`config.mk`:
```
export PLATFORM = sky130hd
export DESIGN_NAME = bcd_display_scanner
export DESIGN_NICKNAME = d
export VERILOG_FILES = /design/src/rtl/bcd_display_scanner.sv
export SDC_FILE = /design/constraint.sdc
export NUM_CORES = 1
export LEC_CHECK = 0
export ABC_AREA = 1
export BUFFER_PORTS_ARGS = -buffer_cell sky130_fd_sc_hd__buf_2
export CORE_MARGIN = 2
export CORE_UTILIZATION = 60
export CTS_BUF_LIST = sky130_fd_sc_hd__clkbuf_4 sky130_fd_sc_hd__clkbuf_8 sky130_fd_sc_hd__clkbuf_16
export DETAILED_ROUTE_END_ITERATION = 6
export GPL_TIMING_DRIVEN = 0
export PLACE_DENSITY_LB_ADDON = 0.08
export SLEW_MARGIN = 25
export SYNTH_ARGS = -nofsm -noshare
export SYNTH_HDL_FRONTEND = slang
export SYNTH_SLANG_ARGS = --single-unit
```
`constraint.sdc`:
```
create_clock -name clock -period 5.25 [get_ports clock]
set_clock_uncertainty 0.05 [all_clocks]
set_input_delay 0.2625 -clock clock [delete_from_list [all_inputs] [get_ports clock]]
set_output_delay 0.2625 -clock clock [all_outputs]
set_load 0.03 [all_outputs]
```
`src/rtl/bcd_display_scanner.sv`:
```
// Time-multiplexed BCD seven-segment scanner with a frame-aligned double buffer.
// Optional feature: define BCD_SCANNER_LEADING_ZERO_BLANK_EN to blank leading zeros.
module bcd_display_scanner #(
  parameter int DIGITS      = 4,
  parameter int SLOT_CYCLES = 1000,
  parameter bit ACTIVE_LOW  = 1'b0
) (
  input  logic                  clock,
  input  logic                  reset,
  input  logic                  load,
  input  logic [4*DIGITS-1:0]   value,
  input  logic [DIGITS-1:0]     dp_mask,
  input  logic                  blank,
  output logic [6:0]            segments,
  output logic                  dp,
  output logic [DIGITS-1:0]     digit_enable,
  output logic                  pending,
  output logic                  frame_done
);

  localparam int SLOT_W = $clog2(SLOT_CYCLES);
  localparam int IDX_W  = (DIGITS > 1) ? $clog2(DIGITS) : 1;
  localparam logic [SLOT_W-1:0] SLOT_LAST = SLOT_W'(SLOT_CYCLES - 1);
  localparam logic [IDX_W-1:0]  IDX_LAST  = IDX_W'(DIGITS - 1);

  function automatic logic [6:0] seg7(input logic [3:0] d);
    logic [6:0] s;
    case (d)
      4'd0:    s = 7'b1111110;
      4'd1:    s = 7'b0110000;
      4'd2:    s = 7'b1101101;
      4'd3:    s = 7'b1111001;
      4'd4:    s = 7'b0110011;
      4'd5:    s = 7'b1011011;
      4'd6:    s = 7'b1011111;
      4'd7:    s = 7'b1110000;
      4'd8:    s = 7'b1111111;
      4'd9:    s = 7'b1111011;
      default: s = 7'b0000000;
    endcase
    return s;
  endfunction

  logic [SLOT_W-1:0]   slot_q, slot_d;
  logic [IDX_W-1:0]    idx_q, idx_d;
  logic [4*DIGITS-1:0] shadow_val_q, shadow_val_d, disp_val_q, disp_val_d;
  logic [DIGITS-1:0]   shadow_dp_q, shadow_dp_d, disp_dp_q, disp_dp_d;
  logic                pending_q, pending_d, frame_done_q, frame_done_d;
  logic [6:0]          seg_q, seg_d;
  logic                dp_q, dp_d;
  logic [DIGITS-1:0]   en_q, en_d;
  logic [DIGITS-1:0]   lz;
  logic                slot_end, frame_end;
  logic [3:0]          cur_digit;
  logic                cur_dp, cur_lz;
  logic [DIGITS-1:0]   cur_en;
  logic [6:0]          cur_seg;

  always_comb begin
    slot_end     = (slot_q == SLOT_LAST);
    frame_end    = slot_end && (idx_q == IDX_LAST);
    slot_d       = slot_end ? '0 : slot_q + 1'b1;
    idx_d        = idx_q;
    shadow_val_d = shadow_val_q;
    shadow_dp_d  = shadow_dp_q;
    disp_val_d   = disp_val_q;
    disp_dp_d    = disp_dp_q;
    pending_d    = pending_q;
    if (slot_end) begin
      idx_d = (idx_q == IDX_LAST) ? '0 : idx_q + 1'b1;
    end
    // Display swap uses the pre-edge shadow, so a load on the boundary waits a frame.
    if (frame_end && pending_q) begin
      disp_val_d = shadow_val_q;
      disp_dp_d  = shadow_dp_q;
      pending_d  = 1'b0;
    end
    if (load) begin
      shadow_val_d = value;
      shadow_dp_d  = dp_mask;
      pending_d    = 1'b1;
    end
    frame_done_d = (slot_d == SLOT_LAST) && (idx_d == IDX_LAST);
  end

`ifdef BCD_SCANNER_LEADING_ZERO_BLANK_EN
  logic zero_run;
  always_comb begin
    lz       = '0;
    zero_run = 1'b1;
    for (int i = DIGITS - 1; i > 0; i--) begin
      zero_run = zero_run && (disp_val_d[4*i +: 4] == 4'd0) && !disp_dp_d[i];
      lz[i]    = zero_run;
    end
  end
`else
  assign lz = '0;
`endif

  // Outputs are decoded from the post-edge position and buffer so enable and pattern never skew.
  always_comb begin
    cur_digit = 4'd0;
    cur_dp    = 1'b0;
    cur_lz    = 1'b0;
    cur_en    = '0;
    for (int i = 0; i < DIGITS; i++) begin
      cur_en[i] = (idx_d == IDX_W'(i));
      if (idx_d == IDX_W'(i)) begin
        cur_digit = disp_val_d[4*i +: 4];
        cur_dp    = disp_dp_d[i];
        cur_lz    = lz[i];
      end
    end
    cur_seg = cur_lz ? 7'b0000000 : seg7(cur_digit);
    if (blank) begin
      cur_seg = 7'b0000000;
      cur_dp  = 1'b0;
      cur_en  = '0;
    end
    seg_d = cur_seg ^ {7{ACTIVE_LOW}};
    dp_d  = cur_dp ^ ACTIVE_LOW;
    en_d  = cur_en ^ {DIGITS{ACTIVE_LOW}};
  end

  always_ff @(posedge clock or posedge reset) begin
    if (reset) begin
      slot_q       <= '0;
      idx_q        <= '0;
      shadow_val_q <= '0;
      shadow_dp_q  <= '0;
      disp_val_q   <= '0;
      disp_dp_q    <= '0;
      pending_q    <= 1'b0;
      frame_done_q <= 1'b0;
      seg_q        <= {7{ACTIVE_LOW}};
      dp_q         <= ACTIVE_LOW;
      en_q         <= {DIGITS{ACTIVE_LOW}};
    end else begin
      slot_q       <= slot_d;
      idx_q        <= idx_d;
      shadow_val_q <= shadow_val_d;
      shadow_dp_q  <= shadow_dp_d;
      disp_val_q   <= disp_val_d;
      disp_dp_q    <= disp_dp_d;
      pending_q    <= pending_d;
      frame_done_q <= frame_done_d;
      seg_q        <= seg_d;
      dp_q         <= dp_d;
      en_q         <= en_d;
    end
  end

  assign segments     = seg_q;
  assign dp           = dp_q;
  assign digit_enable = en_q;
  assign pending      = pending_q;
  assign frame_done   = frame_done_q;

endmodule

```
* Word-level counts from Yosys, hierarchy flattened
Memory sizes are Yosys's and may differ from the RTL's.
Cells that the tools add are included.
** Storage, ports and cells
- Memories kept :: 1
- Memory bits (read-only) :: 112
- Register bits :: 66
- Logic and storage cells :: 43
- Input bits :: 24
** Cells by class
- Muxes and demuxes :: 18
- Add/subtract/negate cells :: 2
- Eq/ne operators :: 6
- Reduce and logical (&&, ||, !) cells :: 5
** Memory list
- (no name shown) :: words 16, width 7, rd ports 1, clocked after Yosys merged registers in 0, write ports 0, RTL line 28 : case (d)
** Operator list (count)
- 4-bit two-way mux :: 6
- 10-bit equality test (second input constant) :: 2
- 16-bit two-way mux :: 1
- 10-bit by 1-bit adder with 10-bit output (second input constant) :: 1
- 10-bit two-way mux :: 1
- 1-bit two-way mux :: 7
- 7-bit two-way mux :: 1
- 2-bit equality test (second input constant) :: 3
- 2-bit two-way mux :: 2
- 1-bit logical AND :: 3
- 2-bit by 1-bit adder with 2-bit output (second input constant) :: 1
- 2-bit by 1-bit equality test with 1-bit output (second input constant) :: 1
- 2-bit logical NOT :: 1
- 2-bit nonzero test :: 1

* Depth between registers and ports, before layout
Gate-level depths: netlist (run 1).
An unclocked memory read counts as a cell.
- Depth after elaboration :: 10
- Mapped depth :: 19
- Mapped depth without buffers :: 19

* Worst setup path before layout (run 1)
No wires, ideal clock.
- Path type :: register to register
- From :: reg slot_q[0]
- To :: reg seg_q[3] (netlist: segments[3])
- Data arrival time :: 2.293 ns
- Clock period less this slack :: 2.414 ns
- Required time :: 5.129 ns
- Setup slack :: 2.836 ns
- Path buffers :: 2
- Cell stages (with the launch flop) :: 18
- Cell sequence :: dfrtp_1 -> ha_1 -> nand2_2 -> nor2_4 -> nand2_2 -> nor2_8 -> nand3_4 -> buf_6 -> buf_6 -> nand2_2 -> o21ai_2 -> nand2_2 -> nand4_2 -> inv_1 -> ha_1 -> nor2_1 -> nor2_1 -> nor2_1
** On the way
- Cells in the longest elaborated chain, start to end :: 10
** RTL lines
- start: declaration :: RTL line 44 : logic [SLOT_W-1:0] slot_q, slot_d;
- start signal: assignment :: RTL line 139 : slot_q <= slot_d;
- 10-bit equality test :: RTL line 60 : slot_end = (slot_q == SLOT_LAST);
- 1-bit logical AND :: RTL line 61 : frame_end = slot_end && (idx_q == IDX_LAST);
- 1-bit logical AND :: RTL line 73 : if (frame_end && pending_q) begin
- 16-bit two-way mux :: RTL line 73
- net disp_val_d[0] :: RTL line 46 : logic [4*DIGITS-1:0] shadow_val_q, shadow_val_d, disp_val_q, disp_val_d;
- 4-bit two-way mux (4 in a row) :: RTL line 108 : if (idx_d == IDX_W'(i)) begin
- memory 16 x 7 bit
- 7-bit two-way mux :: RTL line 115 : if (blank) begin
- net cur_seg[3] :: RTL line 57 : logic [6:0] cur_seg;
- end signal: assignment :: RTL line 135 : seg_q <= {7{ACTIVE_LOW}};
- end signal: assignment :: RTL line 147 : seg_q <= seg_d;
- end: declaration :: RTL line 49 : logic [6:0] seg_q, seg_d;
The timed path passes the listed nets, and every way through them passes these cells.
A chain may end at the register's enable or synchronous reset.

* Worst setup path in the final report (run 1)
- From :: reg slot_q[0]
- To :: reg seg_q[3] (netlist: segments[3])
** RTL lines (RTL line)
- 10-bit equality test :: 60
- 1-bit logical AND :: 61
- 1-bit logical AND :: 73
- 16-bit two-way mux :: 73
- net disp_val_d[4] :: 46
- 4-bit two-way mux (3 in a row) :: 108
- memory 16 x 7 bit
- 7-bit two-way mux :: 115
- net cur_seg[3] :: 57
The timed path passes the listed nets, and every way through them passes these cells.

==> results of run 1 <==
per-stage QoR:
step | area [um2] | hold WS, ns | util, %
after global routing | 3680 | 0.0632 | 73.1
after floorplan | 3110 | 0.279 | -
after detailed placement | 3400 | 0.176 | 67.5
final | 3680 | 0.0597 | 73.1
after global placement | 3370 | 0.403 | 66.9
after CTS | 3680 | 0.0573 | 73.1
worst register-to-register path, stage by stage, from the launching register on:
cell and delay [ns]:
dfrtp_1 0.42, ha_1 0.22, nand2_2 0.10, nor2_4 0.15, nand2_2 0.10, nor2_8 0.12
nand3_4 0.12, buf_6 0.17, o21ai_0 0.27, nand2_1 0.11, nand4_2 0.15, inv_1 0.10
ha_1 0.30, nor2_1 0.17, nor2_1 0.07, nor2_1 0.10
path summary, 6_finish.rpt:
check,from,endpoint,cells past startpoint
worst min-delay path,value[13],shadow_val_q[13],3
worst min register to register,disp_val_q[3],disp_val_q[3],2
min in group asynchronous,reset,segments[1],3
max in group asynchronous,reset,shadow_dp_q[0],4
worst max-delay path,slot_q[0],segments[3],15
worst max register to register,slot_q[0],segments[3],15
final cells by class:
class | count | area (um2)
fillers | 390 | 1360
inverters | 47 | 179
well taps | 70 | 87.6
multi-input cells | 232 | 1210
flip-flops and latches | 66 | 1650
repair buffers | 38 | 218
clock buffers | 11 | 145
clock inverters | 5 | 125
plain buffers | 10 | 66.3
report_power, final:
group          internal (W)  switching (W)
Sequential         0.000525     0.00000620
Combinational     0.0000185      0.0000378
Clock              0.000381       0.000193
state kept, by name (all words and copies together) (netlist names):
signal and count:
pending 1, slot_q 10, disp_dp_q 4, frame_done 1, digit_enable 4, dp 1
disp_val_q 16, shadow_dp_q 4, shadow_val_q 16, idx_q 2, segments 7
what timing repair did:
item | 4_1_cts | 5_1_grt
buffers inserted | 0 | 0
endpoints found under the hold margin | 18 | 0
hold buffers | 1 | 0
logic make-up (layout without fill, tap and decap cells):
kind of cell / after synthesis / in the layout
fa+ha+maj: 8 / 8
xor+xnor: 1 / 1
compound gates: 35 / 35
simple gates: 188 / 188
flops: 66 / 66
buf+inv: 57 / 111
cells in the final DEF, fill, tap and decap left out, types with 2 or more instances in the layout:
master | Yosys | routed
nand2_1 | 98 | 98
dfrtp_1 | 66 | 66
inv_1 | 45 | 44
buf_2 | 2 | 38
nor2_1 | 32 | 32
o21ai_0 | 20 | 20
nand2_2 | 13 | 13
nand4_1 | 12 | 12
nand3_1 | 10 | 10
clkbuf_8 | 0 | 10
ha_1 | 8 | 8
o21ai_2 | 6 | 6
nor3_1 | 6 | 6
o21ai_1 | 5 | 5
clkbuf_1 | 4 | 4
nor2_4 | 4 | 4
nor2_2 | 4 | 4
bufinv_16 | 0 | 4
nand3_2 | 3 | 3
buf_6 | 3 | 3
a21oi_1 | 3 | 3
inv_2 | 2 | 2
nand2_4 | 2 | 2
per-layer routing:
| layer | share of wire, % | vias to the layer above | GRT usage, % |
|---|---|---|---|
| li1 | - | 1216 | - |
| met5 | 0 | - | 0 |
| met3 | 3.8 | 12 | 6.67 |
| met1 | 47 | 1080 | 30.3 |
| met4 | 2.1 | 0 | 7.64 |
| met2 | 47 | 54 | 36.8 |
==> impl_metrics.env, run 1 <==
export IMPL_synth_fa_ha_area_share_pct=3.22
export IMPL_cp_top_family="simple AND/OR/NAND/NOR gates"
export IMPL_grt_pass1_wl_um=10300
export IMPL_finalCriticalPeriod_ns=2.79
export IMPL_cp_data_required_time_ns=5.48
export IMPL_dr_pass1_iters=4
export IMPL_timing_setup_tns_ns=0
export IMPL_grt_pass1_vias=2228
export IMPL_power_density_nw_per_um2=315
export IMPL_numCtsBuffers=9
export IMPL_cts_max_level=3
export IMPL_finalSetupViolations=0
export IMPL_timing_hold_violations_final=0
export IMPL_crit_top_cell="nor2_1"
export IMPL_endpoint_kind="register"
export IMPL_routabilityCongestion=0.803
export IMPL_synthCells=355
export IMPL_antennaDiodeCount=0
export IMPL_netlist_area_um2=3110
export IMPL_reg2reg_slack_ns=2.46
export IMPL_dp_cells=462
export IMPL_start_util_pct=61.6
export IMPL_syn_avg_cell_area_um2=8.75
export IMPL_dp_slack_ns=2.47
export IMPL_crit_buf_inv=2
export IMPL_yosys_warnings=0
export IMPL_netlist_top_cells_count="98 x nand2_1, 66 x dfrtp_1, 45 x inv_1, 32 x nor2_1, 20 x o21ai_0"
export IMPL_cts_resized=0
export IMPL_synth_nets=387
export IMPL_arrival_ns=3.01
export IMPL_die_w_um=76.0
export IMPL_synthDistinctLibCells=28
export IMPL_nets=436
export IMPL_period_share_pct=53.1
export IMPL_outcome="completed"
export IMPL_die_area_um2=5770
export IMPL_drv_cap=0
export IMPL_clk_latency_ns=0.35
export IMPL_portBuffers=36
export IMPL_dp_hpwl_um=4350
export IMPL_clkSlewWorstSetupHoldPaths_ns=0.07
export IMPL_drcViolationCount=0
export IMPL_slowest_delay_ns=0.42
export IMPL_grtUsageTotal_pct=22.9
export IMPL_syn_to_final_growth_pct=18.6
export IMPL_num_vias=2362
export IMPL_vias_per_cell=4.93
export IMPL_layout_setup_ws_ns=2.46
export IMPL_yosys_most_used_dff="dfrtp_1"
export IMPL_finalPower_w=0.00116
export IMPL_grt_max_degree=49
export IMPL_peakVddDrop_uv=178
export IMPL_final_cells=479
export IMPL_leakage_nw=2.02
export IMPL_ys_async_sr_fraction_pct=100
export IMPL_synth_seq_area_share_pct=53.2
export IMPL_muxShareOfSynthArea_pct=0
export IMPL_cts_tree="built"
export IMPL_antenna_found_initial=0
export IMPL_fmax_mhz=359
export IMPL_num_rows=26
export IMPL_critPathKind="register to register"
export IMPL_path_cells="ha_1 -> nand2_2 -> nor2_4 -> nand2_2 -> nor2_8 -> nand3_4 -> buf_6 -> o21ai_0 -> nand2_1 -> nand4_2 -> inv_1 -> ha_1 -> nor2_1 -> nor2_1 -> nor2_1"
export IMPL_synth_top_family_by_area="simple AND/OR/NAND/NOR gates"
export IMPL_drive_gt1_share_pct=23.7
export IMPL_rsz0062_at_grt="false"
export IMPL_ys_ff_latch=66
export IMPL_synth_xor_area_share_pct=0.282
export IMPL_yosys_area_share_simple_pct=29.1
export IMPL_hold_class="input port to register"
export IMPL_die_y_um=76.0
export IMPL_drtIter0Drc=94
export IMPL_cts_num_sinks=66
export IMPL_wl_per_cell_um=12.7
export IMPL_gr_total_overflow=0
export IMPL_routed_wl_um=6100
export IMPL_cts_root_buffer="clkbuf_8"
export IMPL_ioPinCount=38
export IMPL_synth_top_cell_by_area="dfrtp_1"
export IMPL_synth_compound_area_share_pct=6.44
export IMPL_synth_most_common_cell="nand2_1"
export IMPL_core_um2=5040
export IMPL_crit_path_top_delay_cell="dfrtp_1"
export IMPL_cts_buffer_depth=2
export IMPL_cp_max_fo=10
export IMPL_critPathLaunchType="register"
export IMPL_worstMarginPinSlew_ns=0.420
export IMPL_ant_nets=0
export IMPL_synth_edf_count=0
export IMPL_drv_slew=0
export IMPL_ys_top_cells_by_area="dfrtp_1 53%, nand2_1 12%, inv_1 5.4%"
export IMPL_synth_top_cell_area_share_pct=53.2
export IMPL_slew_headroom_pct=72.0
(Power assumes the default switching activity.)
==> inputs of run 2 (changes only) <==
- ABC_AREA: 1 -> 0
- CORE_UTILIZATION: 60 -> 51
- clock period: 5.25 -> 2.5 ns (I/O delays scaled with it)
==> run 2 against run 1 <==
Compared with the run above: the run now ends with setup timing left; synthesized cell count fell by 36%; final area rose by 12%; maximum frequency fell by 1.6%; wire length rose by 1.9%; worst setup slack got worse by 2.8 ns; sequential share of layout area fell by 4.6 points; highest routed layer unchanged.
==> impl_metrics.env, run 2 <==
export IMPL_wl_per_cell_um=15.8
export IMPL_final_cells=392
export IMPL_rsz0062_at_grt="true"
export IMPL_ys_top_cells_by_area="dfrtp_1 56%, mux2_2 17%, ha_1 3.4%"
export IMPL_nets=347
export IMPL_clk_latency_ns=0.33
export IMPL_ys_async_sr_fraction_pct=100
export IMPL_finalSetupViolations=7
export IMPL_finalCriticalPeriod_ns=2.83
export IMPL_largestRegisters="disp_val_q: 16 flops, shadow_val_q: 16 flops, slot_q: 10 flops"
export IMPL_drtIter0Drc=119
export IMPL_antennaDiodeCount=0
export IMPL_syn_avg_cell_area_um2=13.1
export IMPL_antenna_found_initial=0
export IMPL_placed_area_um2=3330
export IMPL_final_cell_mix="63 x dfrtp_1, 38 x mux2_2, 37 x buf_2, 22 x dlygate4sd3_1, 18 x buf_4"
export IMPL_leakage_nw=1.98
export IMPL_yosys_most_used_dff="dfrtp_1"
export IMPL_synth_edf_count=0
export IMPL_drcViolationCount=0
export IMPL_dr_pass1_iters=4
export IMPL_dp_cells=337
export IMPL_drv_cap=0
export IMPL_grtUsageTotal_pct=21.6
export IMPL_synth_seq_area_share_pct=55.5
export IMPL_vias_per_cell=5.22
export IMPL_critPathLaunchType="register"
export IMPL_die_area_um2=6460
export IMPL_synth_nets=259
export IMPL_cts_max_level=3
export IMPL_die_w_um=80.4
export IMPL_power_density_nw_per_um2=602
export IMPL_synth_top_cell_area_share_pct=55.5
export IMPL_arrival_ns=3.04
export IMPL_yosys_warnings=0
export IMPL_slew_headroom_pct=57.5
export IMPL_cp_max_fo=5
export IMPL_cts_tree="built"
export IMPL_syn_to_final_growth_pct=38.4
export IMPL_clkSlewWorstSetupHoldPaths_ns=0.07
export IMPL_endpoint_kind="register"
export IMPL_netlist_area_um2=2980
export IMPL_finalPower_w=0.00248
export IMPL_numCtsBuffers=9
export IMPL_ant_nets=0
export IMPL_ioPinCount=38
export IMPL_drv_slew=0
export IMPL_hold_class="input port to register"
export IMPL_portBuffers=37
export IMPL_num_vias=2048
export IMPL_gr_total_overflow=0
export IMPL_netlist_top_cells_count="66 x dfrtp_1, 46 x mux2_2, 14 x nor2_1, 10 x inv_1"
export IMPL_grt_pass1_vias=2100
export IMPL_peakVddDrop_uv=468
export IMPL_synthCells=227
export IMPL_core_um2=5570
export IMPL_grt_max_degree=51
export IMPL_cts_num_sinks=66
export IMPL_routed_wl_um=6210
export IMPL_layout_commonest_cell="dfrtp_1"
export IMPL_num_rows=27
export IMPL_final_util_pct=73.9
export IMPL_grt_pass1_wl_um=10400
export IMPL_critPathKind="register to register"
export IMPL_period_share_pct=113
export IMPL_layout_setup_ws_ns=-0.329
export IMPL_cts_buffer_depth=2
export IMPL_fmax_mhz=353
export IMPL_start_util_pct=53.4
export IMPL_outcome="finished with violations"
export IMPL_drive_gt1_share_pct=47.5
export IMPL_die_y_um=80.4
export IMPL_synthDistinctLibCells=39
export IMPL_cp_data_required_time_ns=2.71
export IMPL_worstMarginPinSlew_ns=0.637
export IMPL_failed_checks="setup timing"
export IMPL_timing_hold_violations_final=0
export IMPL_stdcell_area_um2=4120
export IMPL_synth_top_cell_by_area="dfrtp_1"
export IMPL_timing_setup_tns_ns=-1.95
export IMPL_synth_most_common_cell="dfrtp_1"
export IMPL_cts_root_buffer="clkbuf_8"
export IMPL_dp_hpwl_um=3830
export IMPL_ys_ff_latch=66
export IMPL_routabilityCongestion=0.784
run 2: cell types whose count changed in the layout (fill, tap and decap cells not counted), moves of 9 or more:
cell	delta
nand2_2	-12
dlygate4sd3_1	+21
inv_1	-37
mux2_2	+38
nand2_1	-92
mux2_4	+9
nor2_1	-18
buf_4	+17
o21ai_0	-16
nand4_1	-11
run 2: path summary, 6_finish.rpt:
kind                       slack (ns)               end  cells after the start         start
max in group asynchronous        1.67       segments[5]                      4         reset
max                             -0.33       segments[6]                      9      idx_q[0]
min in group asynchronous        0.22  shadow_val_q[14]                      3         reset
min                              0.02  shadow_val_q[15]                      2          load
max reg2reg                     -0.33       segments[6]                      9      idx_q[0]
min reg2reg                      0.45      disp_dp_q[0]                      1  disp_dp_q[0]
run 2: final cells by class:
type | count | area [um2]
repair buffers | 79 | 588
inverters | 10 | 40.0
multi-input cells | 144 | 1440
clock buffers | 11 | 145
flip-flops and latches | 66 | 1660
plain buffers | 5 | 37.5
fillers | 385 | 1460
clock inverters | 5 | 125
well taps | 72 | 90.1
run 2: cells by family after synthesis:
logic type / Yosys count / synth area share [%]
AOI/OAI and AO/OA: 30 / 6.64
buffers and inverters: 17 / 2.31
xor gates and xnor gates: 6 / 1.77
and+or+nand+nor: 44 / 9.34
muxes: 56 / 21.1
adders and majority gates: 8 / 3.36
DFF: 66 / 55.5
run 2: critical path, stage by stage, from the launching register on:
cell and delay (ns):
dfrtp_1 0.44, ha_4 0.17, nand2_2 0.06, nor4_4 0.38
buf_4 0.22, mux2_4 0.31, mux2_4 0.31, mux2_4 0.28
or3_4 0.37, o22ai_2 0.17
run 2: repair_timing:
action                                 CTS  global route
cloned                                   1             0
endpoints found under the hold margin   88             0
gates resized for setup                 19            12
setup endpoints to repair                8             7
pin swaps                                5             5
buffers inserted                        14             4
hold buffers                            22             0
run 2: metrics by stage:
step / worst slack (ns) / hold slack, ns
after floorplan: -0.248 / 0.145
after global placement: -0.755 / 0.301
after detailed placement: -0.837 / 0.0346
after CTS: -0.407 / 0.00769
after global routing: -0.410 / 0.0158
final: -0.329 / 0.0183
run 2: metal layers:
metal	wire [um]	part of all wire (%)	vias up	global-route usage, %
li1	-	-	990	-
met1	2830	46	1012	29.3
met2	3090	50	41	34.3
met3	231	3.7	5	4.49
met4	49	0.79	0	8.14
met5	0	0	-	0
run 2: power breakdown:
group	internal [W]	switching, W	total, W
Clock	0.000801	0.000409	0.00121
Combinational	0.0000775	0.0000665	0.000144
Sequential	0.00111	0.0000184	0.00112
